## src/rtl/sram_ctrl_pkg.sv

```systemverilog
// Shared types and default sizing for the SRAM request controller.
package sram_ctrl_pkg;

  localparam int ADDR_W_DEF = 6;
  localparam int DATA_W_DEF = 8;
  localparam int QDEPTH_DEF = 4;

  typedef enum logic [2:0] {
    IDLE,
    WRITE,
    RD_ADDR,
    RD_CAP,
    RESP
  } state_t;

  typedef struct packed {
    logic                  we;
    logic [ADDR_W_DEF-1:0] addr;
    logic [DATA_W_DEF-1:0] wdata;
  } req_t;

endpackage

```

## src/rtl/req_fifo.sv

```systemverilog
// In-order request queue with registered occupancy count.
module req_fifo
  import sram_ctrl_pkg::*;
#(
  parameter type entry_t = req_t,
  parameter int  DEPTH   = QDEPTH_DEF,
  localparam int PW      = $clog2(DEPTH),
  localparam int CW      = PW + 1
) (
  input  logic          clk,
  input  logic          reset,
  input  logic          push,
  input  entry_t        push_data,
  input  logic          pop,
  output entry_t        pop_data,
  output logic          full,
  output logic          empty,
  output logic [CW-1:0] count
);

  entry_t        mem [DEPTH];
  logic [PW-1:0] wr_ptr;
  logic [PW-1:0] rd_ptr;
  logic          push_ok;
  logic          pop_ok;

  assign full     = (count == CW'(DEPTH));
  assign empty    = (count == '0);
  assign push_ok  = push && !full;
  assign pop_ok   = pop && !empty;
  assign pop_data = mem[rd_ptr];

  // DEPTH is a power of two, so pointers wrap by plain overflow.
  always_ff @(posedge clk) begin
    if (!reset) begin
      wr_ptr <= '0;
      rd_ptr <= '0;
      count  <= '0;
    end else begin
      if (push_ok) wr_ptr <= wr_ptr + 1'b1;
      if (pop_ok)  rd_ptr <= rd_ptr + 1'b1;
      case ({push_ok, pop_ok})
        2'b10:   count <= count + 1'b1;
        2'b01:   count <= count - 1'b1;
        default: count <= count;
      endcase
    end
  end

  always_ff @(posedge clk) begin
    if (push_ok) mem[wr_ptr] <= push_data;
  end

endmodule

```

## src/rtl/sram_req_ctrl.sv

```systemverilog
// Sequences queued read/write requests onto a single-port synchronous SRAM
// and returns read data over a valid/ready response channel.
//
// state   | meaning
// IDLE    | queue empty, SRAM port parked
// WRITE   | WE high for one cycle with popped addr/din
// RD_ADDR | read address on the SRAM port
// RD_CAP  | dout valid, captured into the response register
// RESP    | response held until rsp_ready
module sram_req_ctrl
  import sram_ctrl_pkg::*;
#(
  parameter int ADDR_W = ADDR_W_DEF,
  parameter int DATA_W = DATA_W_DEF,
  parameter int QDEPTH = QDEPTH_DEF
) (
  input  logic              clk,
  input  logic              reset,
  input  logic              req_valid,
  output logic              req_ready,
  input  logic              req_we,
  input  logic [ADDR_W-1:0] req_addr,
  input  logic [DATA_W-1:0] req_wdata,
  output logic              rsp_valid,
  input  logic              rsp_ready,
  output logic [DATA_W-1:0] rsp_rdata,
  output logic              WE,
  output logic [ADDR_W-1:0] addr,
  output logic [DATA_W-1:0] din,
  input  logic [DATA_W-1:0] dout
);

  localparam int CW = $clog2(QDEPTH) + 1;

  typedef struct packed {
    logic              we;
    logic [ADDR_W-1:0] addr;
    logic [DATA_W-1:0] wdata;
  } entry_t;

  state_t            state_q, state_nxt;
  entry_t            push_entry, head;
  logic              fifo_push, fifo_pop, fifo_full, fifo_empty;
  logic [CW-1:0]     fifo_count;
  logic              issue;
  logic              we_nxt;
  logic [ADDR_W-1:0] addr_nxt;
  logic [DATA_W-1:0] din_nxt;
  logic              rsp_valid_nxt;
  logic [DATA_W-1:0] rsp_rdata_nxt;

  assign push_entry = '{we: req_we, addr: req_addr, wdata: req_wdata};
  assign fifo_push  = req_valid && !fifo_full;
  assign req_ready  = (fifo_count != CW'(QDEPTH));

  req_fifo #(
    .entry_t(entry_t),
    .DEPTH  (QDEPTH)
  ) u_req_fifo (
    .clk      (clk),
    .reset    (reset),
    .push     (fifo_push),
    .push_data(push_entry),
    .pop      (fifo_pop),
    .pop_data (head),
    .full     (fifo_full),
    .empty    (fifo_empty),
    .count    (fifo_count)
  );

  always_comb begin
    state_nxt     = state_q;
    issue         = 1'b0;
    fifo_pop      = 1'b0;
    we_nxt        = 1'b0;
    addr_nxt      = addr;
    din_nxt       = din;
    rsp_valid_nxt = rsp_valid;
    rsp_rdata_nxt = rsp_rdata;

    case (state_q)
      IDLE:    issue = !fifo_empty;
      WRITE: begin
        if (!fifo_empty) issue = 1'b1;
        else             state_nxt = IDLE;
      end
      RD_ADDR: state_nxt = RD_CAP;
      RD_CAP: begin
        rsp_rdata_nxt = dout;
        rsp_valid_nxt = 1'b1;
        state_nxt     = RESP;
      end
      RESP: begin
        if (rsp_ready) begin
          rsp_valid_nxt = 1'b0;
          if (!fifo_empty) issue = 1'b1;
          else             state_nxt = IDLE;
        end
      end
      default: state_nxt = IDLE;
    endcase

    // Reads leave din untouched so the port only moves on real writes.
    if (issue) begin
      fifo_pop = 1'b1;
      addr_nxt = head.addr;
      if (head.we) begin
        state_nxt = WRITE;
        we_nxt    = 1'b1;
        din_nxt   = head.wdata;
      end else begin
        state_nxt = RD_ADDR;
      end
    end
  end

  always_ff @(posedge clk) begin
    if (!reset) begin
      state_q   <= IDLE;
      WE        <= 1'b0;
      addr      <= '0;
      din       <= '0;
      rsp_valid <= 1'b0;
      rsp_rdata <= '0;
    end else begin
      state_q   <= state_nxt;
      WE        <= we_nxt;
      addr      <= addr_nxt;
      din       <= din_nxt;
      rsp_valid <= rsp_valid_nxt;
      rsp_rdata <= rsp_rdata_nxt;
    end
  end

endmodule

```

## config.mk

```make
export PLATFORM = sky130hd
export DESIGN_NAME = sram_req_ctrl
export DESIGN_NICKNAME = d
export VERILOG_FILES = /design/src/rtl/sram_ctrl_pkg.sv /design/src/rtl/req_fifo.sv /design/src/rtl/sram_req_ctrl.sv
export SDC_FILE = /design/constraint.sdc
export NUM_CORES = 1
export LEC_CHECK = 0
export BUFFER_PORTS_ARGS = -buffer_cell sky130_fd_sc_hd__buf_4
export CORE_ASPECT_RATIO = 1.4
export CORE_MARGIN = 3
export CORE_UTILIZATION = 40
export DETAILED_ROUTE_END_ITERATION = 8
export GPL_TIMING_DRIVEN = 0
export PLACE_DENSITY = 0.61
export SYNTH_ARGS = -nofsm -noshare
export SYNTH_HDL_FRONTEND = slang
export SYNTH_HIERARCHICAL = 1
export SYNTH_SLANG_ARGS = --single-unit
```

## constraint.sdc

```tcl
create_clock -name clk -period 4.39 [get_ports clk]
set_input_delay 0.6585 -clock clk [delete_from_list [all_inputs] [get_ports clk]]
set_output_delay 0.6585 -clock clk [all_outputs]
set_load 0.01 [all_outputs]
```

==> summary.md, run 1 <==
| Metric | Value |
|---|---|
| Result of the run | `finished clean` |
| Share of async-settable or async-resettable flops after synthesis | `0%` |
| Reg area | `0.00252 mm2` |
| Maximum fanout count along the critical path | `10` |
| Vias in the first global route | `2007` |
| Die X | `88.5 um` |
| Clock sink count | `96` |
| YS warnings | `6` |
| Time the worst path needs with I/O delays and setup | `2.75 ns` |
| Worst-case hold slack | `0.461 ns` |
| Post-Route Utilization | `50.6%` |
| Static leakage | `1.73 nW` |
| Finish-stage setup viols | `0` |
| Yosys cell types | `37` |
| Number of hold violations in the final report | `0` |
| Yosys top cell by area | `sky130_fd_sc_hd__edfxtp_1` |
| Total routing resource utilization after global routing | `13.7%` |
| Power after layout | `2.61 mW` |
| Syn Area/Cell | `15.5 um2` |
| Maximum clock frequency | `0.364 GHz` |
| Tightest slew margin relative to the limit | `45.6%` |
| First-pass GRT wire length | `10600 um` |
| Maximum number of buffers from clock root to sink | `2` |
| Final instance count without filler cells | `419` |
| Number of buffers and inverters on the critical path | `1` |
| VDD IR-drop max | `0.276 mV` |
| Number of enable-type register cells in the synthesized netlist | `60` |
| Cell count after synthesis | `246` |
| Post-synthesis sequential area ratio | `66.2%` |
| Total of fill cells in the finished design | `801` |
| Post-detailed-route count of antenna-violating nets | `0` |
| Most frequent cell after synthesis | `sky130_fd_sc_hd__edfxtp_1` |
| Period Utilization, post-route | `62.7%` |
| Total number of vias | `2058` |
| Slew Limit Fails | `0` |
| Net count after synthesis | `279` |
| Switching Power | `762 uW` |
| Register share of total power | `46.5%` |
| Flop and latch count out of synthesis | `96` |
| Placed standard-cell area | `0.00432 mm2` |
| Setup TNS | `0 ns` |
| Fraction of post-synthesis cell area in the top cell type by area | `47.3%` |
| Count of maximum capacitance violations | `0` |
| Setup slack at placement | `1.35 ns` |
| Class of the tightest hold or removal check | `register to register` |
| Crit path required time | `4.66 ns` |
| First DRT Iteration DRCs | `83` |
| Cell type group with the largest total delay on the critical path | `simple AND/OR/NAND/NOR gates` |
| Clock power share | `29.7%` |
| Average wire length per cell after detail routing | `15.5 um` |
| H-tree depth | `3` |
| Clock buffer count from CTS | `9` |
| Relative contribution of combinational cells to total power | `23.8%` |
| Power density relative to cell area | `565 mW/mm2` |
| Switching power as a share of total power | `29.2%` |
| Area delta synth->final | `21.3%` |
| Critical Path AT | `3.02 ns` |
| Routability cong. | `0.677` |
| # nets final | `340` |
| Y dimension of the die | `121 um` |
| Ranking of synthesized cells by instance count | `sky130_fd_sc_hd__edfxtp_1, sky130_fd_sc_hd__dfxtp_1, sky130_fd_sc_hd__nand2_1` |
| PortBufs | `50` |
| Initial Util | `41.7%` |
| TritonCTS clock tree | `yes` |
| Cell with the biggest individual delay on the critical path | `sky130_fd_sc_hd__a211oi_4` |
| Mapped cell area | `0.00381 mm2` |
| Worst Setup Path Type | `register to register` |
| Total of hold buffers inserted after clock tree synthesis | `0` |
| # resized after CTS | `0` |
| Cell chain of the critical path | `nor3_2 -> a211oi_4 -> nor2b_1 -> ha_1 -> inv_1 -> fa_1 -> xor2_1 -> or3_1 -> a21boi_1` |
| Clock root buffer | `sky130_fd_sc_hd__clkbuf_16` |
| Wire length after detailed routing | `6500 um` |
| Critical path's largest stage delay | `0.57 ns` |
| Total number of placement rows | `41` |
| Placed cells | `403` |
| Type of element capturing the critical path | `register` |
| Share of final-layout standard cells stronger than drive strength 1 | `30.4%` |
| DIE AREA | `0.0107 mm2` |
| Area of combinational cells with multiple inputs | `0.00118 mm2` |
| Aggregate global routing overflow | `0` |
| Largest net degree at the start of global routing | `21` |
| Worst Slack Setup Final | `1.64 ns` |
| Final instance area | `0.00462 mm2` |
| Setup repair after global routing missed its margin | `false` |
| Ranking of synthesized cells by area | `sky130_fd_sc_hd__edfxtp_1, sky130_fd_sc_hd__dfxtp_1, sky130_fd_sc_hd__mux4_2` |
| Post-CTS Setup Bufs | `0` |
| Setup clock skew after layout | `0.00719 ns` |
| TritonRoute pass-1 iters | `4` |
| Transition time of the tightest slew-check pin | `0.816 ns` |
| Nature of the critical path startpoint | `register` |
| Antenna fix cells | `0` |
| Antenna violations before repair | `0` |
| Number of primary I/O pins | `52` |
| Core area | `0.00913 mm2` |
| Remaining design rule violation count | `0` |
| Clk slew on worst S/H paths | `0.07 ns` |
| Per-cell via count in the routed design | `4.91` |
| DP Wirelength | `4520 um` |
| Internal power of the cells | `1.85 mW` |
| Most instantiated flip-flop cell in the synthesis netlist | `sky130_fd_sc_hd__edfxtp_1` |
| Source-to-sink clock delay at the later pin of the worst-skew pair | `0.34 ns` |
[worst min-delay path, stage by stage, from the launching register on]
cell	delay, ns
sky130_fd_sc_hd__dfxtp_1	0.31
sky130_fd_sc_hd__nand2_1	0.05
sky130_fd_sc_hd__mux2i_1	0.05
[flip-flops by register name, summed over array words and instances, names as in the netlist, named ones only]
name and count:
u_req_fifo/mem 60, din 8, rsp_rdata 8, addr 6
state_q 3, u_req_fifo/count 3, u_req_fifo/rd_ptr 2, u_req_fifo/wr_ptr 2
WE 1, rsp_valid 1
[cell usage in the layout, fill, tap and decap left out, types with 6 or more instances in the layout]
cell	n
sky130_fd_sc_hd__and2_1	6
sky130_fd_sc_hd__buf_4	51
sky130_fd_sc_hd__clkbuf_1	6
sky130_fd_sc_hd__clkbuf_16	9
sky130_fd_sc_hd__dfxtp_1	36
sky130_fd_sc_hd__edfxtp_1	60
sky130_fd_sc_hd__inv_1	6
sky130_fd_sc_hd__mux2i_1	24
sky130_fd_sc_hd__mux4_2	15
sky130_fd_sc_hd__nand2_1	36
sky130_fd_sc_hd__nor2b_1	13
sky130_fd_sc_hd__o21ai_0	7
[logic make-up (layout without fill, tap and decap cells)]
logic type               Yosys count  after routing  synth area share [%]
flip-flops                        96             96                  66.2
AO/OA/AOI/OAI                     16             16                  3.58
multiplexers                      39             39                  15.2
adder cells (fa/ha/maj)            6              6                  2.17
AND/OR/NAND/NOR                   68             68                  9.53
buffers and inverters             19             85                  2.86
XOR/XNOR                           2              2                 0.460
[area by class of cell]
type	instances	area share, %
flip-flops and latches	96	54.6
multi-input cells	131	25.5
clock buffers	9	4.88
plain buffers	12	1.79
clock inverters	7	1.65
repair buffers	50	8.13
well taps	107	2.90
inverters	7	0.569
[per-layer routing]
layer | track usage (%) | share of wire (%)
met5 | 0 | 0
met4 | 7.37 | 2.4
met3 | 3.40 | 4.7
met2 | 21.8 | 51
met1 | 16.8 | 42
[final timing paths]
path	start	to	slack, ns	cells past startpoint
setup reg to reg	u_req_fifo/count[0]$_SDFFE_PN0P_	u_req_fifo/count[2]$_SDFFE_PN0P_	1.64	9
setup / recovery	u_req_fifo/count[0]$_SDFFE_PN0P_	u_req_fifo/count[2]$_SDFFE_PN0P_	1.64	9
hold / removal	din[4]$_SDFFE_PN0P_	din[4]$_SDFFE_PN0P_	0.46	2
hold reg to reg	din[4]$_SDFFE_PN0P_	din[4]$_SDFFE_PN0P_	0.46	2
[power by group through the flow]
stage / clock (mW) / combinational, mW / sequential, mW
finish: 0.776 / 0.623 / 1.21
global route: 0.837 / 0.696 / 1.23
CTS: 0.803 / 0.639 / 1.22
detailed placement: 0 / 0.637 / 1.24
global placement: 0 / 0.630 / 1.23
floorplan: 0 / 0.395 / 1.24
Note: power is estimated with default switching activity, not from simulation.
==> run 2, diff against run 1 <==
- ABC_AREA: default -> 1
- PLACE_DENSITY: 0.61 -> 0.63
- clock period: 4.39 -> 2.5 ns (I/O delays scaled with it)
==> summary.md, run 2 <==
| Metric | Value |
|---|---|
| Total number of placement rows | `42 (+2.4%)` |
| Setup TNS | `0 ns (unchanged)` |
| Ranking of synthesized cells by instance count | `sky130_fd_sc_hd__nor2_1, sky130_fd_sc_hd__edfxtp_1, sky130_fd_sc_hd__inv_1` |
| First DRT Iteration DRCs | `114 (+37%)` |
| Clock power share | `26.3% (-3.4 points)` |
| Static leakage | `1.99 nW (+15%)` |
| Yosys cell types | `25 (-32%)` |
| Flop and latch count out of synthesis | `96 (unchanged)` |
| Cell with the biggest individual delay on the critical path | `sky130_fd_sc_hd__nor2_2` |
| Maximum fanout count along the critical path | `15 (+5)` |
| Post-synthesis sequential area ratio | `63.7% (-2.6 points)` |
| Fraction of post-synthesis cell area in the top cell type by area | `45.5% (-1.8 points)` |
| First-pass GRT wire length | `13000 um (+22%)` |
| Period Utilization, post-route | `88.7% (+26 points)` |
| Number of buffers and inverters on the critical path | `2 (+1)` |
| Cell type group with the largest total delay on the critical path | `simple AND/OR/NAND/NOR gates` |
| Number of hold violations in the final report | `0 (unchanged)` |
| Leading cell type in the layout, fill and taps excluded | `sky130_fd_sc_hd__nor2_1` |
| Clock buffer count from CTS | `9 (unchanged)` |
| Placed standard-cell area | `0.00454 mm2 (+5.0%)` |
| Maximum number of buffers from clock root to sink | `2 (unchanged)` |
| Source-to-sink clock delay at the later pin of the worst-skew pair | `0.35 ns (about the same)` |
| Cell chain of the critical path | `inv_2 -> nand3_2 -> inv_1 -> nor2_1 -> nand2_1 -> nor2_2` |
| Post-CTS Setup Bufs | `0 (unchanged)` |
| Ranking of synthesized cells by area | `sky130_fd_sc_hd__edfxtp_1, sky130_fd_sc_hd__dfxtp_1, sky130_fd_sc_hd__nor2_1` |
| Type of element capturing the critical path | `register` |
| YS warnings | `6 (unchanged)` |
| Placed cells | `555 (+38%)` |
| Transition time of the tightest slew-check pin | `0.944 ns (+0.128 ns)` |
| Maximum clock frequency | `0.451 GHz (+24%)` |
| TritonRoute pass-1 iters | `4 (unchanged)` |
| Most used cells in the layout excluding fill and tap cells | `sky130_fd_sc_hd__nor2_1, sky130_fd_sc_hd__edfxtp_1, sky130_fd_sc_hd__buf_4, sky130_fd_sc_hd__inv_1, sky130_fd_sc_hd__dfxtp_1` |
| Y dimension of the die | `124 um (+1.9%)` |
| H-tree depth | `3 (unchanged)` |
| Largest net degree at the start of global routing | `17 (-19%)` |
| Number of enable-type register cells in the synthesized netlist | `60 (unchanged)` |
| Antenna fix cells | `0 (unchanged)` |
| Syn Area/Cell | `10.7 um2 (-31%)` |
| Vias in the first global route | `2808 (+40%)` |
| Core area | `0.00956 mm2 (+4.7%)` |
| Total of hold buffers inserted after clock tree synthesis | `0 (unchanged)` |
| Relative contribution of combinational cells to total power | `33.9% (+10 points)` |
| Aggregate global routing overflow | `0 (unchanged)` |
| Setup slack at placement | `0.175 ns (-1.17 ns)` |
| Yosys top cell by area | `sky130_fd_sc_hd__edfxtp_1` |
| Clk slew on worst S/H paths | `0.07 ns (about the same)` |
| Routability cong. | `0.761 (+12%)` |
| Number of primary I/O pins | `52 (unchanged)` |
| Post-Route Utilization | `50.8% (+0.22 points)` |
| Switching Power | `1.89 mW (+150%)` |
| Share of final-layout standard cells stronger than drive strength 1 | `26.0% (-4.5 points)` |
| Nature of the critical path startpoint | `register` |
| Initial Util | `41.4% (-0.28 points)` |
| Power after layout | `5.56 mW (+110%)` |
| Slew Limit Fails | `0 (unchanged)` |
| Register share of total power | `39.8% (-6.7 points)` |
| Clock sink count | `96 (unchanged)` |
| Remaining design rule violation count | `0 (unchanged)` |
| Antenna violations before repair | `0 (unchanged)` |
| Clock root buffer | `sky130_fd_sc_hd__clkbuf_16` |
| Switching power as a share of total power | `33.9% (+4.7 points)` |
| VDD IR-drop max | `0.407 mV (+48%)` |
| Result of the run | `finished clean` |
| Worst-case hold slack | `0.224 ns (-0.237 ns)` |
| Worst Setup Path Type | `register to register` |
| Tightest slew margin relative to the limit | `37.0% (-8.6 points)` |
| Count of maximum capacitance violations | `0 (unchanged)` |
| Time the worst path needs with I/O delays and setup | `2.22 ns (-0.533 ns)` |
| Finish-stage setup viols | `0 (unchanged)` |
| Die X | `90.1 um (+1.9%)` |
| Class of the tightest hold or removal check | `input pin to register` |
| Final instance area | `0.00486 mm2 (+5.2%)` |
| Top register by number of flip-flops | `u_req_fifo/mem` |
| Average wire length per cell after detail routing | `14.3 um (-8.1%)` |
| Most instantiated flip-flop cell in the synthesis netlist | `sky130_fd_sc_hd__edfxtp_1` |
| Per-cell via count in the routed design | `4.78 (-2.6%)` |
| Crit path required time | `2.47 ns (-2.19 ns)` |
| Final instance count without filler cells | `571 (+36%)` |
| Share of async-settable or async-resettable flops after synthesis | `0% (unchanged)` |
| Registers with the most flip-flops | `u_req_fifo/mem (60), din (8), rsp_rdata (8)` |
| Number of flip-flops under the largest register name | `60 (unchanged)` |
| Wire length after detailed routing | `8140 um (+25%)` |
| Area delta synth->final | `22.6%` |
| Critical path's largest stage delay | `0.77 ns (+0.20 ns)` |
| Critical Path AT | `2.18 ns (-0.84 ns)` |
| Power density relative to cell area | `1140 mW/mm2 (+100%)` |
| PortBufs | `51 (+2.0%)` |
| DP Wirelength | `5660 um (+25%)` |
| TritonCTS clock tree | `yes` |
| Post-detailed-route count of antenna-violating nets | `0 (unchanged)` |
| Net count after synthesis | `404 (+45%)` |
| Total routing resource utilization after global routing | `15.0% (+1.4 points)` |
| Setup repair after global routing missed its margin | `false` |
| Cell count after synthesis | `371 (+51%)` |
| Setup clock skew after layout | `0.00645 ns (-0.000732 ns)` |
| Mapped cell area | `0.00396 mm2 (+4.0%)` |
| DIE AREA | `0.0112 mm2 (+3.8%)` |
| # nets final | `467 (+37%)` |
| Most frequent cell after synthesis | `sky130_fd_sc_hd__nor2_1` |
| Worst Slack Setup Final | `0.283 ns (-1.36 ns)` |
| Total number of vias | `2731 (+33%)` |
| Internal power of the cells | `3.67 mW (+99%)` |
run 2: area by class of cell:
type,count,area (um2)
buffer,14,114
inverter,49,186
sequential,96,2520
fill,914,4700
multi-input combinational,212,1150
tap,132,165
clock inverter,6,90.1
clock buffer,10,229
timing repair buffer,52,398
run 2: path summary, 6_finish.rpt:
| kind | start | end | slack (ns) | cells past startpoint |
|---|---|---|---|---|
| worst max-delay path | u_req_fifo/count[1]$_SDFFE_PN0P_ | u_req_fifo/mem[0][9]$_DFFE_PP_ | 0.28 | 6 |
| worst min-delay path | req_wdata[1] | u_req_fifo/mem[1][1]$_DFFE_PP_ | 0.22 | 1 |
| worst max register to register | u_req_fifo/count[1]$_SDFFE_PN0P_ | u_req_fifo/mem[0][9]$_DFFE_PP_ | 0.28 | 6 |
| worst min register to register | rsp_valid$_SDFFE_PN0P_ | rsp_valid$_SDFFE_PN0P_ | 0.47 | 2 |
run 2: power groups by stage:
stage	registers, mW	logic [mW]	clock network (mW)
5_1_grt	2.25	2.15	1.53
4_1_cts	2.21	1.90	1.49
6_report	2.21	1.89	1.46
3_3_place_gp	2.24	1.82	0
2_1_floorplan	2.28	1.24	0
3_5_place_dp	2.25	1.88	0
run 2: cells by family (layout without fill, tap and decap cells):
logic type,count (synthesis),count (layout),share of synthesized area (%)
buffers and inverters,63,131,7.51
adders and majority gates,6,6,2.08
DFF,96,96,63.7
and+or+nand+nor,135,135,14.6
AOI/OAI and AO/OA,71,71,12.2
run 2: repair_timing:
action / 4_1_cts / 5_1_grt
resized for setup: 0 / 2
endpoints found under the hold margin: 0 / 0
setup endpoints to repair: 0 / 1
run 2: layer usage:
metal	up-vias	track usage (%)	wire [um]
met5	-	0	0
met4	0	7.85	131
met3	9	3.08	366
met2	71	28.6	4400
met1	1282	15.7	3240
li1	1369	-	-
run 2: worst reg2reg max path: stages, from the launching register on:
cell,delay [ns]
sky130_fd_sc_hd__dfxtp_1,0.36
sky130_fd_sc_hd__inv_2,0.07
sky130_fd_sc_hd__nand3_2,0.12
sky130_fd_sc_hd__inv_1,0.05
sky130_fd_sc_hd__nor2_1,0.24
sky130_fd_sc_hd__nand2_1,0.24
sky130_fd_sc_hd__nor2_2,0.77
